[src/rtl/accel_pkg.sv]
// Shared definitions for the accelerator front end: streamer FSM encoding
// and the frame configuration limits.
package accel_pkg;

    typedef enum logic [1:0] {
        ST_IDLE   = 2'd0,
        ST_STREAM = 2'd1,
        ST_DRAIN  = 2'd2,
        ST_DONE   = 2'd3
    } stream_state_t;

    localparam int POS_W         = 9;
    localparam int MIN_DIM_NOPAD = 3;
    localparam int MIN_DIM_PAD   = 1;

    // Streamed dimension: a zero border adds one position on each side.
    function automatic logic [POS_W-1:0] padded_dim(input logic [7:0] dim, input logic pad);
        return pad ? {1'b0, dim} + POS_W'(2) : {1'b0, dim};
    endfunction

    function automatic logic cfg_ok(input logic [7:0] w, input logic [7:0] h, input logic pad,
                                    input int max_w, input int max_h);
        int min_dim;
        min_dim = pad ? MIN_DIM_PAD : MIN_DIM_NOPAD;
        return (int'(w) >= min_dim) && (int'(h) >= min_dim) &&
               (int'(padded_dim(w, pad)) <= max_w) && (int'(padded_dim(h, pad)) <= max_h);
    endfunction

endpackage

[src/rtl/pixel_streamer_if.sv]
// Memory read port between the pixel streamer and its pixel store.
interface pixel_streamer_if #(
    parameter int ADDR_W = 14
);
    logic              mem_rd_en;
    logic [ADDR_W-1:0] mem_addr;
    logic [7:0]        mem_rdata;

    modport master (output mem_rd_en, output mem_addr, input mem_rdata);
    modport slave  (input mem_rd_en, input mem_addr, output mem_rdata);
endinterface

[src/rtl/raster_counter.sv]
// Row/column position counter walking a width x height raster, wrapping
// back to (0,0) after the last position.
module raster_counter
    import accel_pkg::*;
#(
    parameter int CNT_W = POS_W
) (
    input  logic             clk,
    input  logic             rst,
    input  logic             clear,
    input  logic             advance,
    input  logic [CNT_W-1:0] width,
    input  logic [CNT_W-1:0] height,
    output logic [CNT_W-1:0] r,
    output logic [CNT_W-1:0] c,
    output logic             last
);
    logic col_end;
    logic row_end;

    assign col_end = (c == width - CNT_W'(1));
    assign row_end = (r == height - CNT_W'(1));
    assign last    = col_end && row_end;

    always_ff @(posedge clk) begin
        if (rst || clear) begin
            r <= '0;
            c <= '0;
        end else if (advance) begin
            if (col_end) begin
                c <= '0;
                r <= row_end ? '0 : r + CNT_W'(1);
            end else begin
                c <= c + CNT_W'(1);
            end
        end
    end
endmodule

[src/rtl/pixel_streamer.sv]
// Streams a (optionally zero-padded) image from memory in raster order, one
// position per cycle, with window coordinates for a 3x3 collector downstream.
module pixel_streamer
    import accel_pkg::*;
#(
    parameter int IMAGE_WIDTH  = 128,
    parameter int IMAGE_HEIGHT = 128,
    parameter int ADDR_W       = 14
) (
    input  logic              clk,
    input  logic              rst,
    input  logic              start,
    input  logic [7:0]        stage_width,
    input  logic [7:0]        stage_height,
    input  logic [ADDR_W-1:0] base_addr,
    input  logic              pad_en,
    pixel_streamer_if.master  mem,
    output logic [7:0]        pixel_out,
    output logic              pixel_valid,
    output logic              window_valid,
    output logic [7:0]        out_row,
    output logic [7:0]        out_col,
    output logic              busy,
    output logic              done,
    output logic              cfg_err
);
    stream_state_t     state_q, state_nx;
    logic              accept, reject;
    logic [POS_W-1:0]  sw_q, sh_q, r, c, src_col;
    logic [7:0]        w_q;
    logic              pad_q;
    logic [ADDR_W-1:0] row_base_q;
    logic              last, issue, border, col_end, rd;
    logic              vld_p1, pad_p1, last_p1, win_p1;
    logic [7:0]        r_p1, c_p1;
    logic              vld_p2, win_p2, last_p2, cfg_err_q;
    logic [7:0]        pix_p2, row_p2, col_p2;

    always_ff @(posedge clk) begin
        if (rst) state_q <= ST_IDLE;
        else     state_q <= state_nx;
    end

    always_comb begin
        state_nx = state_q;
        accept   = 1'b0;
        reject   = 1'b0;
        case (state_q)
            ST_IDLE: begin
                if (start) begin
                    if (cfg_ok(stage_width, stage_height, pad_en, IMAGE_WIDTH, IMAGE_HEIGHT)) begin
                        accept   = 1'b1;
                        state_nx = ST_STREAM;
                    end else begin
                        reject = 1'b1;
                    end
                end
            end
            ST_STREAM: if (last) state_nx = ST_DRAIN;
            ST_DRAIN:  if (vld_p2 && last_p2) state_nx = ST_DONE;
            ST_DONE:   state_nx = ST_IDLE;
            default:   state_nx = ST_IDLE;
        endcase
    end

    raster_counter #(.CNT_W(POS_W)) u_pos (
        .clk     (clk),
        .rst     (rst),
        .clear   (accept),
        .advance (issue),
        .width   (sw_q),
        .height  (sh_q),
        .r       (r),
        .c       (c),
        .last    (last)
    );

    assign issue   = (state_q == ST_STREAM);
    assign border  = pad_q && (r == '0 || c == '0 || r == sh_q - POS_W'(1) || c == sw_q - POS_W'(1));
    assign col_end = (c == sw_q - POS_W'(1));
    assign src_col = c - {{(POS_W-1){1'b0}}, pad_q};
    assign rd      = issue && !border;

    assign mem.mem_rd_en = rd;
    assign mem.mem_addr  = rd ? row_base_q + ADDR_W'(src_col) : '0;

    // Row base walks one source row per completed streamed row; the top pad row has no source.
    always_ff @(posedge clk) begin
        if (rst) begin
            sw_q       <= '0;
            sh_q       <= '0;
            w_q        <= '0;
            pad_q      <= 1'b0;
            row_base_q <= '0;
        end else if (accept) begin
            sw_q       <= padded_dim(stage_width, pad_en);
            sh_q       <= padded_dim(stage_height, pad_en);
            w_q        <= stage_width;
            pad_q      <= pad_en;
            row_base_q <= base_addr;
        end else if (issue && col_end && !(pad_q && r == '0)) begin
            row_base_q <= row_base_q + ADDR_W'(w_q);
        end
    end

    assign win_p1 = vld_p1 && (r_p1 >= 8'd2) && (c_p1 >= 8'd2);

    always_ff @(posedge clk) begin
        if (rst) begin
            vld_p1    <= 1'b0;
            pad_p1    <= 1'b0;
            last_p1   <= 1'b0;
            r_p1      <= '0;
            c_p1      <= '0;
            vld_p2    <= 1'b0;
            pix_p2    <= '0;
            win_p2    <= 1'b0;
            row_p2    <= '0;
            col_p2    <= '0;
            last_p2   <= 1'b0;
            cfg_err_q <= 1'b0;
        end else begin
            // p0 -> p1: position issued, read in flight
            vld_p1    <= issue;
            pad_p1    <= border;
            last_p1   <= issue && last;
            r_p1      <= r[7:0];
            c_p1      <= c[7:0];
            // p1 -> p2: read data (or pad zero) captured for the collector
            vld_p2    <= vld_p1;
            pix_p2    <= (vld_p1 && !pad_p1) ? mem.mem_rdata : 8'd0;
            win_p2    <= win_p1;
            row_p2    <= win_p1 ? r_p1 - 8'd2 : 8'd0;
            col_p2    <= win_p1 ? c_p1 - 8'd2 : 8'd0;
            last_p2   <= last_p1;
            cfg_err_q <= reject;
        end
    end

    assign pixel_out    = pix_p2;
    assign pixel_valid  = vld_p2;
    assign window_valid = win_p2;
    assign out_row      = row_p2;
    assign out_col      = col_p2;
    assign busy         = (state_q != ST_IDLE);
    assign done         = (state_q == ST_DONE);
    assign cfg_err      = cfg_err_q;
endmodule

[src/flat_wrapper.sv]
// flat-port wrapper written by rule: the top's interface ports become plain ports
module pixel_streamer_flat import accel_pkg::*;
#(
    parameter int IMAGE_WIDTH  = 128,
    parameter int IMAGE_HEIGHT = 128,
    parameter int ADDR_W       = 14
)
  (clk, rst, start, stage_width, stage_height, base_addr, pad_en, pixel_out, pixel_valid, window_valid, out_row, out_col, busy, done, cfg_err, mem_mem_rd_en, mem_mem_addr, mem_mem_rdata);
  pixel_streamer_if #(.ADDR_W(ADDR_W)) mem_i ();
  input  logic clk;
  input  logic rst;
  input  logic start;
  input  logic [7:0] stage_width;
  input  logic [7:0] stage_height;
  input  logic [ADDR_W-1:0] base_addr;
  input  logic pad_en;
  output logic [7:0] pixel_out;
  output logic pixel_valid;
  output logic window_valid;
  output logic [7:0] out_row;
  output logic [7:0] out_col;
  output logic busy;
  output logic done;
  output logic cfg_err;
  output wire logic [$bits(mem_i.mem_rd_en)-1:0] mem_mem_rd_en;
  output wire logic [$bits(mem_i.mem_addr)-1:0] mem_mem_addr;
  input wire logic [$bits(mem_i.mem_rdata)-1:0] mem_mem_rdata;
  assign mem_mem_rd_en = mem_i.mem_rd_en;
  assign mem_mem_addr = mem_i.mem_addr;
  assign mem_i.mem_rdata = mem_mem_rdata;
  pixel_streamer #(.IMAGE_WIDTH(IMAGE_WIDTH), .IMAGE_HEIGHT(IMAGE_HEIGHT), .ADDR_W(ADDR_W)) u_core (.clk(clk), .rst(rst), .start(start), .stage_width(stage_width), .stage_height(stage_height), .base_addr(base_addr), .pad_en(pad_en), .mem(mem_i), .pixel_out(pixel_out), .pixel_valid(pixel_valid), .window_valid(window_valid), .out_row(out_row), .out_col(out_col), .busy(busy), .done(done), .cfg_err(cfg_err));
endmodule
[config.mk]
export PLATFORM = sky130hd
export DESIGN_NAME = pixel_streamer_flat
export DESIGN_NICKNAME = d
export VERILOG_FILES = /design/src/rtl/accel_pkg.sv /design/src/rtl/pixel_streamer_if.sv /design/src/rtl/raster_counter.sv /design/src/rtl/pixel_streamer.sv /design/src/flat_wrapper.sv
export SDC_FILE = /design/constraint.sdc
export NUM_CORES = 1
export LEC_CHECK = 0
export CAP_MARGIN = 20
export CELL_PAD_IN_SITES_DETAIL_PLACEMENT = 1
export CELL_PAD_IN_SITES_GLOBAL_PLACEMENT = 1
export CORE_UTILIZATION = 41
export DETAILED_ROUTE_END_ITERATION = 7
export PLACE_DENSITY_LB_ADDON = 0.1
export SLEW_MARGIN = 5
export SYNTH_ARGS = -nofsm -noshare
export SYNTH_HDL_FRONTEND = slang
export SYNTH_SLANG_ARGS = --single-unit
[constraint.sdc]
create_clock -name clk -period 4.24 [get_ports clk]
set_input_delay 0.424 -clock clk [delete_from_list [all_inputs] [get_ports clk]]
set_output_delay 0.424 -clock clk [all_outputs]
set_load 0.1 [all_outputs]
; ---- Yosys cells after proc, flatten, opt, wreduce, memory -nomap -nowiden
; Index checks and enable logic that the tools add are counted.
[word_totals]
regBits = 108
out_inout_bits = 44
word_cells = 98
[classes]
addsub = 11
magnitude_cmp = 6
n_eq_ne = 9
mux = 17
bitwise_logic = 4
reduce_logical = 31
[op_table]
columns = op, n
row1 = $ge 9x32->1, 2
row2 = $mux 14, 3
row3 = $mux 9, 4
row4 = $add 8x2->9 const B, 2
row5 = $add 9x1->9 const B, 2
row6 = $eq 9x9->1, 2
row7 = $le 9x8->1 const B, 2
row8 = $logic_not 9->1, 2
row9 = $sub 9x1->9 const B, 2
row10 = $ge 8x2->1 const B, 2
row11 = $sub 8x2->8 const B, 2
row12 = $add 14x8->14, 1
row13 = $add 14x9->14, 1
row14 = $logic_and 1x1->1, 14
row15 = $mux 2, 5
row16 = $sub 9x1->9, 1
row17 = $pmux 2 s4, 1
row18 = $ne 2x1->1 const B, 3
row19 = $eq 2x2->1 const B, 2
row20 = $logic_or 1x1->1, 4
row21 = $mux 1, 4
row22 = $not 1->1, 4
row23 = $reduce_and 4->1, 1
row24 = $reduce_bool 2->1, 2
row25 = other kinds (7), 10

; ---- Logic depth before layout (Yosys ltp)
; Gate-level depths: netlist (run 1).
[logic_depth]
ltp_word = 9
mapped_depth = 14
depth_no_buf = 14

; ---- Modules after synthesis
; From an unflattened synthesis (run 1), not the netlist that was laid out.
[hier_totals]
cells_unflattened = 824
hier_area_um2 = 6789.0
[modules_own_cells]
columns = module, n_inst, cells_each, area_each_um2, seq_area_each_um2
row1 = pixel_streamer, 1, 623, 5243.8, 1781.7
row2 = raster_counter, 1, 201, 1545.2, 360.3

; ---- Worst setup path before layout (run 1)
; Ideal clock, no wire load.
[synth_timing]
kind = reg-to-output
from = reg u_core.u_pos.c[0]
to = out mem_mem_addr[7]
arrival_ns = 4.436
slack_ns = -0.620
path_stages_with_launch = 12
path_cell_list = dfxtp_1 inv_1 ha_1 ha_1 inv_1 ha_1 a21o_1 a21oi_1 o21ai_0 a2111o_1 and3_1 nor3_1
[synth_via]
elab_chain_len = 8
[synth_rtl]
columns = element, line_no
row1 = from (decl), raster_counter.sv:15  ; output logic [CNT_W-1:0] c,
row2 = from (signal assigned), raster_counter.sv:34  ; c <= c + CNT_W'(1);
row3 = "parallel branches: the longest is 7 deep, another holds $add 14x9->14", --
row4 = $mux 14 *, pixel_streamer.sv:85  ; assign mem.mem_addr = rd ? row_base_q + ADDR_W'(src_col) : '0;
row5 = to (decl), flat_wrapper.sv:26  ; output wire logic [$bits(mem_i.mem_addr)-1:0] mem_mem_addr;
; Every way passes the cells marked *.

; ---- Worst setup path in the final report (run 1)
[layout_timing]
from = reg u_core.u_pos.c[0]
to = out mem_mem_addr[13]
; Same word-level chain as after synthesis.

==> run metrics, run 1 <==
status=completed; Post-layout nets=between 800 and 900; hold worst-path end=u_core.out_row[0]$_SDFF_PP0_; minimum setup slack after placement=0.3396 ns; Worst Path Required=~3.8 ns; start-to-end type of the worst setup path=flop to primary output; worst-case setup margin in the final layout=roughly 0.24 ns; residual antenna-violating net count after detailed routing=0; clock network fraction of design power=between 30% and 40%; wire length after detailed routing=15,540 um; main combinational cell family by area after synthesis=simple AND/OR/NAND/NOR gates; routability congestion estimate=about 0.83; number of flops mapped to enable cells by yosys=0; worst-case register-to-register setup slack=approximately 1.4 ns; initial core utilization=42.17%; largest buffer count on any clock path=2; Sw Pwr=0.9841 mW; pin count of the biggest net entering global routing=between 50 and 60; sum of buffers and inverters on the critical path=3; count of cells along the worst hold path=1; portion of total power attributed to combinational logic=28.0%; Via-to-Cell Ratio=5.302; post-synthesis mux area share=1.022%; Top FF cell, synth=sky130_fd_sc_hd__dfxtp_1; number of global-route vias before repair=roughly 5.2k; number of remaining DRC errors=0; hold violation total from the final report=0; post-placement cell count=~960; post-route cell area=0.007296 mm^2; r2r worst-path depth=10; Post-DP Area=around 0.0070 mm^2; cell area power density=~380 mW/mm^2; switching part of the total=around a third; fraction of synthesized cell area in xor and xnor cells=around a tenth; Achievable Freq=between 200 and 300 MHz; slowest cell delay on critical path=0.47 ns; Layout Cells excl Fill=973; CTS Root Buffer Type=sky130_fd_sc_hd__clkbuf_16; total area of sequential cells=approximately 0.0021 mm^2; clock buffer count from CTS=9; static leakage power=roughly 2.9 nW; slew at the pin closest to its max-slew limit=0.9960 ns; Crit. End Element=primary output; endpoint of the lowest-slack register-to-register path=u_core.u_pos.r[6]$_SDFFE_PP0P_; worst setup path start=u_core.u_pos.c[0]$_SDFFE_PP0P_; count of input and output buffers=85; max_slew headroom=~33%; via count=5,159; FF-to-FF Start=u_core.sw_q[0]$_SDFFE_PP0P_; initial antenna violation count=0; post-synthesis cell type count=between 50 and 60; floorplan die area=0.01481 mm^2; sequential element share of the synthesized area=between 30% and 40%; Worst Hold Launch=u_core.r_p1[0]$_SDFF_PP0_; Final period util=~94%; complex-gate fraction of the synthesized area=between 10% and 20%; CP delay by family, top=compound AO/OA/AOI/OAI gates; ordered list of cells on the worst path=inv_1, ha_1, ha_1, inv_1, ha_1, a21o_1, a21oi_1, o21ai_0, a2111o_1, a41oi_2, nor2_1, xnor2_1, nor2_1, buf_12; multi-input combinational cell area=between 0.003 and 0.004 mm^2; Fill cells=roughly 1.7k; Total Power Consumption=2.788 mW; sum of overflow across all layers after global routing=0; mean area per synthesized cell=about 8.2 um^2; die extent in x=121.7 um; number of antenna repair diodes=0; Cell Area, Synth=roughly 0.0059 mm^2; WL per Instance=~16 um; maximum ir drop on the vdd rail=0.2647 mV; adder and majority gate portion of the synthesized area=8.348%; clk_lat worst skew=around 0.36 ns; max cap viols=0; critical-path maximum fanout=5; count of standard-cell rows=43; Top Ports=86; total global-route track usage=a little over a fifth; half-perimeter wire length after placement=12,040 um; Max Clock Skew=0.01163 ns; internal power=around 1.8 mW; layout overhead on the synthesized area=24.17%; number of synthesis warnings=0; RSZ-0062 raised after global routing=false; most frequent CP cell=sky130_fd_sc_hd__ha_1; number of setup violations in the final report=0; synthesized net count=approximately 790; final hold slack=0.4335 ns; area inside the core boundary=0.01393 mm^2; power share of the sequential group=40.4%; proportion of layout cells with a drive suffix above 1=between 7 and 8%; synthesized-area fraction occupied by and/or/nand/nor cells=approximately a quarter; first-pass iteration count of the detailed router=4; die extent in y=about 120 um; post-synthesis sequential element count=around 110; CP max stage cell=sky130_fd_sc_hd__a2111o_1; TritonCTS clock tree=yes; worst hold-check path type=flop to flop; Core Util, Final=between 50% and 60%; type of origin of the critical path=flop; number of cells produced by synthesis=between 700 and 800; final-layout setup total negative slack=0 ns; clock edge transition at the registers on the reported setup and hold paths=0.08 ns; number of DRC markers after the initial detailed-route iteration=around 160; final critical delay including setup and external delays=approximately 4 ns; Crit path arrival time=3.57 ns; CTS H-Tree Depth=3; async set-or-reset flop fraction in the synthesized netlist=0%; wire length of the first global-routing pass=~25,000 um; pins over their slew limit=0; Sink Count=between 100 and 150
## worst max path at each step
| stage | to | cells past startpoint |
|---|---|---|
| after CTS | mem_mem_addr[13] | 14 |
| after global routing | mem_mem_addr[13] | 14 |
| after floorplan | mem_mem_addr[2] | 10 |
| after global placement | mem_mem_addr[13] | 14 |
| final | mem_mem_addr[13] | 14 |
| after detailed placement | mem_mem_addr[13] | 14 |
## metal layers
layer	track usage (%)	up-vias	share of wire, %
met1	27.19	2473	48
met2	38.21	80	48
met4	6.250	0	1.1
met5	0	-	0
met3	4.307	12	2.6
li1	-	2594	-
## cell usage after synthesis, drive strengths merged (5+ instances only)
cell / instances / share of area [%]
xnor2: 32 / 4.8
nor2b: 20 / 2.1
nand3: 15 / 1.3
ha: 36 / 7.7
buf: 13 / 1.3
o21ai: 22 / 1.9
nor4: 7 / 0.85
nor3: 27 / 2.7
a21oi: 30 / 2.6
xor2: 38 / 5.7
a211oi: 20 / 2.6
nand4: 16 / 2.0
nor2: 106 / 6.8
mux2i: 6 / 1.0
clkbuf: 17 / 1.1
inv: 31 / 2.0
and2: 15 / 1.6
and3: 9 / 0.96
dfxtp: 107 / 36
o21a: 5 / 0.64
nand2: 75 / 4.8
## sequential cells by signal, summed over array words and instances (netlist names)
name and flops:
u_core.c_p1 8, u_core.cfg_err 1, u_core.last_p1 1, u_core.last_p2 1, u_core.out_col 8, u_core.out_row 8
u_core.pad_p1 1, u_core.pad_q 1, u_core.pixel_out 8, u_core.pixel_valid 1, u_core.r_p1 8, u_core.row_base_q 14
u_core.sh_q 9, u_core.state_q 2, u_core.sw_q 9, u_core.u_pos.c 9, u_core.u_pos.r 9, u_core.vld_p1 1
u_core.w_q 7, u_core.window_valid 1
## cells in the final DEF (no fill, tap or decap), types with 3 or more instances in the layout
master                            instances
sky130_fd_sc_hd__xnor2_1                 32
sky130_fd_sc_hd__nand4_1                 15
sky130_fd_sc_hd__nor3b_1                  4
sky130_fd_sc_hd__or2_2                    4
sky130_fd_sc_hd__buf_4                   15
sky130_fd_sc_hd__nand3b_1                 4
sky130_fd_sc_hd__o21a_1                   5
sky130_fd_sc_hd__ha_1                    36
sky130_fd_sc_hd__a211o_1                  4
sky130_fd_sc_hd__nand3_1                 15
sky130_fd_sc_hd__nand4b_1                 4
sky130_fd_sc_hd__a21oi_1                 30
sky130_fd_sc_hd__and3_1                   9
sky130_fd_sc_hd__nand2b_1                 3
sky130_fd_sc_hd__a22oi_1                  4
sky130_fd_sc_hd__or3_1                    3
sky130_fd_sc_hd__nor2b_1                 20
sky130_fd_sc_hd__clkbuf_16                9
sky130_fd_sc_hd__nor2_1                 104
sky130_fd_sc_hd__a211oi_1                19
sky130_fd_sc_hd__inv_1                   31
sky130_fd_sc_hd__a21o_1                   4
sky130_fd_sc_hd__and2_1                  15
sky130_fd_sc_hd__buf_12                   9
sky130_fd_sc_hd__mux2i_1                  6
sky130_fd_sc_hd__nand2_1                 74
sky130_fd_sc_hd__nor4_1                   6
sky130_fd_sc_hd__xor2_1                  38
sky130_fd_sc_hd__dfxtp_1                106
sky130_fd_sc_hd__nor4b_1                  3
sky130_fd_sc_hd__nor3_1                  23
sky130_fd_sc_hd__nor3_2                   3
sky130_fd_sc_hd__clkdlybuf4s50_1         69
sky130_fd_sc_hd__o21ai_0                 20
sky130_fd_sc_hd__a221o_1                  3
## cells by family after synthesis
group / Yosys count
buf+inv: 61
mux: 6
flops: 107
fa+ha+maj: 38
compound gates: 114
xor+xnor: 70
simple gates: 317
## final cells by class
type	instances	share of cell area (%)
Tap cell	180	3.087
Sequential cell	107	29.38
Inverter	31	1.595
Multi-Input combinational cell	545	48.12
Timing Repair Buffer	94	13.55
Clock buffer	10	3.138
Clock inverter	6	1.132
## repair_timing
action | 4_1_cts | 5_1_grt
setup buffers | 0 | 1
hold buffers | 0 | 0
gates resized for setup | 1 | 4
endpoints found under the hold margin | 0 | 0
setup endpoints to repair | 2 | 6
pin swaps | 0 | 1
## power groups by stage
stage	Sequential [mW]	Combinational, mW	Clock (mW)
CTS	1.13	0.784	0.908
global route	1.14	0.844	0.943
finish	1.13	0.780	0.880
floorplan	1.18	0.516	0
detailed placement	1.15	0.779	0
global placement	1.15	0.753	0
Note: power is estimated with default switching activity, not from simulation.
==> run 2: changes to the inputs <==
--- a/config.mk
+++ b/config.mk
@@ -6,11 +6,10 @@
 export NUM_CORES = 1
 export LEC_CHECK = 0
 export CAP_MARGIN = 20
-export CELL_PAD_IN_SITES_DETAIL_PLACEMENT = 1
-export CELL_PAD_IN_SITES_GLOBAL_PLACEMENT = 1
-export CORE_UTILIZATION = 41
+export CORE_UTILIZATION = 55
 export DETAILED_ROUTE_END_ITERATION = 7
-export PLACE_DENSITY_LB_ADDON = 0.1
+export PLACE_DENSITY = 0.81
+export RECOVER_POWER = 50
 export SLEW_MARGIN = 5
 export SYNTH_ARGS = -nofsm -noshare
 export SYNTH_HDL_FRONTEND = slang
==> run 2 against run 1 <==
Compared with the run above:
- wire length is 14% lower
- the flow now finishes with violations (max-capacitance violations, max-slew violations)
- global-route usage up 3.5 points
- fmax rose by 0.71%
- largest cell class unchanged
- non-clock buffer count down 2
- first-iteration DRC count is 100% higher
- sequential share of layout area is 0.96 points higher
- clock-buffer cell count decreased by 1
- core utilization is 16 points higher
- clock skew rose by 0.00086 ns
- register-to-register slack worse by 0.55 ns
- critical path depth unchanged
==> run metrics, run 2 (synthesis gave the netlist of run 1 again) <==
die extent in y=105.4 um; violations in the final reports=max-capacitance violations, max-slew violations; number of setup violations in the final report=0; most common library cell in the layout ignoring fill and taps=sky130_fd_sc_hd__dfxtp_1; slew at the pin closest to its max-slew limit=roughly 2.3 ns; worst hold-check path type=flop to flop; final critical delay including setup and external delays=3.969 ns; capturing element of the worst setup path=mem_mem_addr[11]; CTS Root Buffer Type=sky130_fd_sc_hd__clkbuf_8; number of DRC markers after the initial detailed-route iteration=~320; Crit path arrival time=between 3 and 4 ns; initial core utilization=~57%; endpoint of the lowest-slack register-to-register path=u_core.u_pos.r[8]$_SDFFE_PP0P_; count of input and output buffers=85; fraction of met3 tracks used by global routing=between 4 and 5%; status=complete, but fails checks; commonest cells after routing, fill and taps aside=sky130_fd_sc_hd__dfxtp_1 (106), sky130_fd_sc_hd__nor2_1 (103), sky130_fd_sc_hd__nand2_1 (75); met2 track demand over resource=approximately 44%; hold violation total from the final report=0; residual antenna-violating net count after detailed routing=0; critical-path maximum fanout=5; maximum ir drop on the vdd rail=between 0.3 and 0.4 mV; floorplan die area=around 0.011 mm^2; number of remaining DRC errors=0; Layout Cells excl Fill=927; number of antenna repair diodes=0; die extent in x=around 110 um; clock buffer count from CTS=9; Largest Register=u_core.row_base_q; Max Clock Skew=0.01250 ns; worst-case register-to-register setup slack=slightly above 0.8 ns; clock edge transition at the registers on the reported setup and hold paths=0.10 ns; Top Ports=between 80 and 90; static leakage power=2.937 nW; Sink Count=about 110; pins over their slew limit=55; start-to-end type of the worst setup path=flop to primary output; initial antenna violation count=0; via count=roughly 5.2k; worst-case setup margin in the final layout=~0.27 ns; Via-to-Cell Ratio=5.609; Final period util=between 90% and 100%; wire length after detailed routing=13,410 um; clk_lat worst skew=~0.37 ns; cell area power density=353.8 mW/mm^2; post-cts resize count=0; proportion of layout cells with a drive suffix above 1=7.206%; minimum setup slack after placement=between 0.4 and 0.5 ns; Largest register FFs=14; worst setup path start=u_core.u_pos.c[0]$_SDFFE_PP0P_; pin count of the biggest net entering global routing=55; count of hold buffers inserted by post-cts repair=0; post-placement cell count=a little over 900; half-perimeter wire length after placement=between 10,000 and 15,000 um; max_slew headroom=-54.91%; count of standard-cell rows=37; number of global-route vias before repair=between 5k and 6k; routability congestion estimate=between 0.9 and 1; Worst Path Required=3.82 ns; r2r worst-path depth=10; Fill cells=839; wire length of the first global-routing pass=about 23,000 um; count of buffers added by post-CTS timing repair for setup=0; Global Route met1 Usage=between 30% and 40%; CTS H-Tree Depth=3; largest buffer count on any clock path=2; max cap viols=1; layer with the highest usage after global routing=met2; Post-layout nets=roughly 870; type of origin of the critical path=flop; RSZ-0062 raised after global routing=false; layout overhead on the synthesized area=20.23%; first-pass iteration count of the detailed router=5; FF-to-FF Start=u_core.sw_q[0]$_SDFFE_PP0P_; WL per Instance=~14 um; Achievable Freq=approximately 250 MHz; sum of overflow across all layers after global routing=0; TritonCTS clock tree=yes; Crit. End Element=primary output; area inside the core boundary=roughly 0.010 mm^2; total global-route track usage=roughly a quarter
## run 2: how the worst min path moves through the flow
stage                                   end  slack (ns)                 startpoint  depth (start not counted)
4_1_cts        u_core.out_row[1]$_SDFF_PP0_        0.46  u_core.r_p1[1]$_SDFF_PP0_                          1
3_5_place_dp   u_core.out_row[1]$_SDFF_PP0_        0.44  u_core.r_p1[1]$_SDFF_PP0_                          1
3_3_place_gp   u_core.out_col[0]$_SDFF_PP0_        0.42  u_core.c_p1[0]$_SDFF_PP0_                          1
6_report          u_core.last_p2$_SDFF_PP0_        0.46  u_core.last_p1$_SDFF_PP0_                          1
5_1_grt           u_core.last_p2$_SDFF_PP0_        0.47  u_core.last_p1$_SDFF_PP0_                          1
2_1_floorplan  u_core.out_col[0]$_SDFF_PP0_        0.41  u_core.c_p1[0]$_SDFF_PP0_                          1
## run 2: per-layer routing
layer	share of wire, %	vias up
met5	0	-
met4	1.4	0
met3	5.6	15
met2	48	168
met1	45	2428
li1	-	2589
## run 2: power breakdown
group	internal, mW	switching (mW)	total (mW)
registers	1.06	0.0625	1.12
logic	0.264	0.502	0.766
clock network	0.271	0.338	0.609
total	1.60	0.903	2.50
## run 2: metrics by stage
stage	utilization [%]	instance area, um^2	power [mW]	TNS [ns]	hold slack [ns]
finish	68.43	7064	2.499	0	0.4581
detailed placement	66.57	6873	1.909	0	0.4355
global placement	66.57	6873	1.879	0	0.4159
floorplan	-	5886	1.698	-0.6835	0.4057
CTS	68.42	7063	2.511	0	0.4595
global route	68.43	7064	2.635	0	0.4691
## run 2: area by class of cell
class	instances	area, um^2	share of cell area (%)
multi-input cells	545	3500	49.54
flip-flops and latches	107	2143	30.34
repair buffers	92	944.7	13.37
well taps	136	170.2	2.409
clock buffers	9	123.9	1.753
inverters	31	116.4	1.647
clock inverters	7	66.31	0.9387
## run 2: critical path, stage by stage (launching register included)
cell and delay [ns]:
sky130_fd_sc_hd__dfxtp_2 0.39, sky130_fd_sc_hd__inv_1 0.10, sky130_fd_sc_hd__ha_1 0.21, sky130_fd_sc_hd__ha_1 0.32, sky130_fd_sc_hd__inv_1 0.05, sky130_fd_sc_hd__ha_1 0.28
sky130_fd_sc_hd__a21o_1 0.18, sky130_fd_sc_hd__a21oi_1 0.21, sky130_fd_sc_hd__o21ai_0 0.15, sky130_fd_sc_hd__a2111o_1 0.48, sky130_fd_sc_hd__a41oi_2 0.23, sky130_fd_sc_hd__nor2_1 0.11
sky130_fd_sc_hd__xnor2_1 0.15, sky130_fd_sc_hd__nor2_2 0.13, sky130_fd_sc_hd__buf_12 0.19
==> run 3: changes to the inputs <==
--- a/config.mk
+++ b/config.mk
@@ -5,10 +5,9 @@
 export SDC_FILE = /design/constraint.sdc
 export NUM_CORES = 1
 export LEC_CHECK = 0
-export CAP_MARGIN = 20
-export CORE_UTILIZATION = 55
+export CAP_MARGIN = 5
+export CORE_UTILIZATION = 40
 export DETAILED_ROUTE_END_ITERATION = 7
-export PLACE_DENSITY = 0.81
 export RECOVER_POWER = 50
 export SLEW_MARGIN = 5
 export SYNTH_ARGS = -nofsm -noshare
==> run 3 against run 2 <==
Compared with the run above:
- sequential cell count is the same
- fmax shrank 0.17%
- highest routed layer unchanged
- worst hold slack lost 0.027 ns
- critical path depth shrank 1
- wire length grew 4.1%
- clock power grew 38%
- final area grew 2.7%
- the flow still finishes with violations (max-capacitance violations, max-slew violations)
- non-clock buffer count is the same
- first-iteration DRC count shrank 19%
==> run metrics, run 3 (synthesis gave the netlist of run 1 again) <==
worst setup path start=u_core.u_pos.c[0]$_SDFFE_PP0P_; Top Ports=86; pins over their slew limit=55; worst-case setup margin in the final layout=around 0.26 ns; start-to-end type of the worst setup path=flop to primary output; FF-to-FF Start=u_core.sw_q[0]$_SDFFE_PP0P_; Via-to-Cell Ratio=approximately 5.2; final hold slack=about 0.43 ns; area inside the core boundary=0.01410 mm^2; count of input and output buffers=85; number of DRC markers after the initial detailed-route iteration=roughly 260; max_slew headroom=-59.80%; clock edge transition at the registers on the reported setup and hold paths=0.08 ns; hold worst-path end=u_core.out_col[0]$_SDFF_PP0_; Post-layout nets=866; max cap viols=1; CTS Root Buffer Type=sky130_fd_sc_hd__clkbuf_16; violations in the final reports=max-capacitance violations, max-slew violations; TritonCTS clock tree=yes; static leakage power=~3 nW; number of antenna repair diodes=0; first-pass iteration count of the detailed router=4; Worst Path Required=3.82 ns; Max Clock Skew=~0.01 ns; number of global-route vias before repair=4,807; r2r worst-path depth=10; worst-case register-to-register setup slack=0.77 ns; wire length after detailed routing=roughly 14,000 um; WL per Instance=~14 um; critical-path maximum fanout=5; floorplan die area=0.01518 mm^2; multi-input combinational cell area=approximately 0.0035 mm^2; slew at the pin closest to its max-slew limit=roughly 2.4 ns; final-layout setup total negative slack=0 ns; wire length of the first global-routing pass=roughly 23,000 um; Layout Cells excl Fill=between 900 and 1k; final critical delay including setup and external delays=between 3 and 4 ns; CTS H-Tree Depth=3; clk_lat worst skew=0.36 ns; worst hold-check path type=flop to flop; Largest Register=u_core.row_base_q; sum of overflow across all layers after global routing=0; post-placement cell count=roughly 960; die extent in y=about 120 um; Post-DP Area=0.006953 mm^2; number of setup violations in the final report=0; Total Power Consumption=approximately 2.7 mW; die extent in x=around 120 um; Fill cells=around 1.3k; via count=between 5k and 6k; Worst Hold Launch=u_core.c_p1[0]$_SDFF_PP0_; post-route cell area=0.007253 mm^2; half-perimeter wire length after placement=roughly 11,000 um; type of origin of the critical path=flop; status=complete, but fails checks; maximum ir drop on the vdd rail=between 0.2 and 0.3 mV; most common library cell in the layout ignoring fill and taps=sky130_fd_sc_hd__dfxtp_1; pin count of the biggest net entering global routing=55; total global-route track usage=roughly a fifth; count of cells along the worst hold path=1; cell area power density=376.1 mW/mm^2; Sink Count=~110; Achievable Freq=about 250 MHz; hold violation total from the final report=0; Final period util=between 90 and 100%; initial antenna violation count=0; residual antenna-violating net count after detailed routing=0; total area of sequential cells=about 0.0021 mm^2; layout overhead on the synthesized area=23.45%; clock buffer count from CTS=9; largest buffer count on any clock path=2; proportion of layout cells with a drive suffix above 1=7.080%; routability congestion estimate=about 0.88; Crit. End Element=primary output; commonest cells after routing, fill and taps aside=sky130_fd_sc_hd__dfxtp_1 (106), sky130_fd_sc_hd__nor2_1 (104), sky130_fd_sc_hd__nand2_1 (75); count of standard-cell rows=43; number of remaining DRC errors=0; endpoint of the lowest-slack register-to-register path=u_core.u_pos.r[6]$_SDFFE_PP0P_; Largest register FFs=14; minimum setup slack after placement=~0.42 ns; Core Util, Final=51.46%; Crit path arrival time=~3.6 ns; initial core utilization=41.68%
[run 3: cell types whose count changed in the layout (fill, tap and decap cells not counted), moves of 2 or more]
cell / before / now
sky130_fd_sc_hd__inv_8: 0 / 4
sky130_fd_sc_hd__clkbuf_8: 9 / 0
sky130_fd_sc_hd__clkinv_2: 4 / 0
sky130_fd_sc_hd__buf_4: 14 / 12
sky130_fd_sc_hd__and2_0: 5 / 7
sky130_fd_sc_hd__and2_1: 10 / 8
sky130_fd_sc_hd__clkbuf_16: 0 / 9
sky130_fd_sc_hd__buf_12: 7 / 9
[run 3: worst max-delay path by stage]
| stage | to | cells past startpoint | slack [ns] |
|---|---|---|---|
| final | mem_mem_addr[12] | 13 | 0.26 |
| after global routing | mem_mem_addr[12] | 14 | -0.004 |
| after CTS | mem_mem_addr[13] | 14 | 0.009 |
| after detailed placement | mem_mem_addr[13] | 14 | 0.42 |
| after global placement | mem_mem_addr[13] | 14 | 0.51 |
| after floorplan | mem_mem_addr[2] | 10 | -0.25 |
[run 3: layer usage]
layer / global-route usage [%] / share of wire (%) / vias up
met5: 0 / 0 / -
met4: 7.455 / 1.9 / 0
met3: 3.967 / 5.0 / 18
met2: 31.01 / 46 / 125
met1: 25.47 / 47 / 2328
li1: - / - / 2592
[run 3: what timing repair did]
item	4_1_cts	5_1_grt
hold buffers	0	0
setup buffers	0	0
gates resized for setup	0	3
setup endpoints to repair	0	5
[run 3: power by group]
group	internal (mW)	switching, mW
Combinational	0.266	0.498
Clock	0.421	0.417
Sequential	1.06	0.0656
[run 3: cell type report]
| type | count | area share (%) |
|---|---|---|
| Clock buffer | 9 | 3.105 |
| Clock inverter | 7 | 1.070 |
| Inverter | 31 | 1.604 |
| Multi-Input combinational cell | 545 | 48.20 |
| Sequential cell | 107 | 29.55 |
| Tap cell | 180 | 3.105 |
| Timing Repair Buffer | 92 | 13.37 |
[run 3: critical path: stages (launching register included)]
cell and delay, ns:
sky130_fd_sc_hd__dfxtp_2 0.39, sky130_fd_sc_hd__inv_1 0.09, sky130_fd_sc_hd__ha_1 0.20, sky130_fd_sc_hd__ha_1 0.33, sky130_fd_sc_hd__fa_1 0.44, sky130_fd_sc_hd__nor2b_1 0.15
sky130_fd_sc_hd__o21ai_0 0.13, sky130_fd_sc_hd__a21boi_0 0.26, sky130_fd_sc_hd__o21ai_0 0.19, sky130_fd_sc_hd__a211oi_1 0.29, sky130_fd_sc_hd__o21ai_0 0.14, sky130_fd_sc_hd__xor2_1 0.16
sky130_fd_sc_hd__nor2_1 0.21, sky130_fd_sc_hd__buf_12 0.21
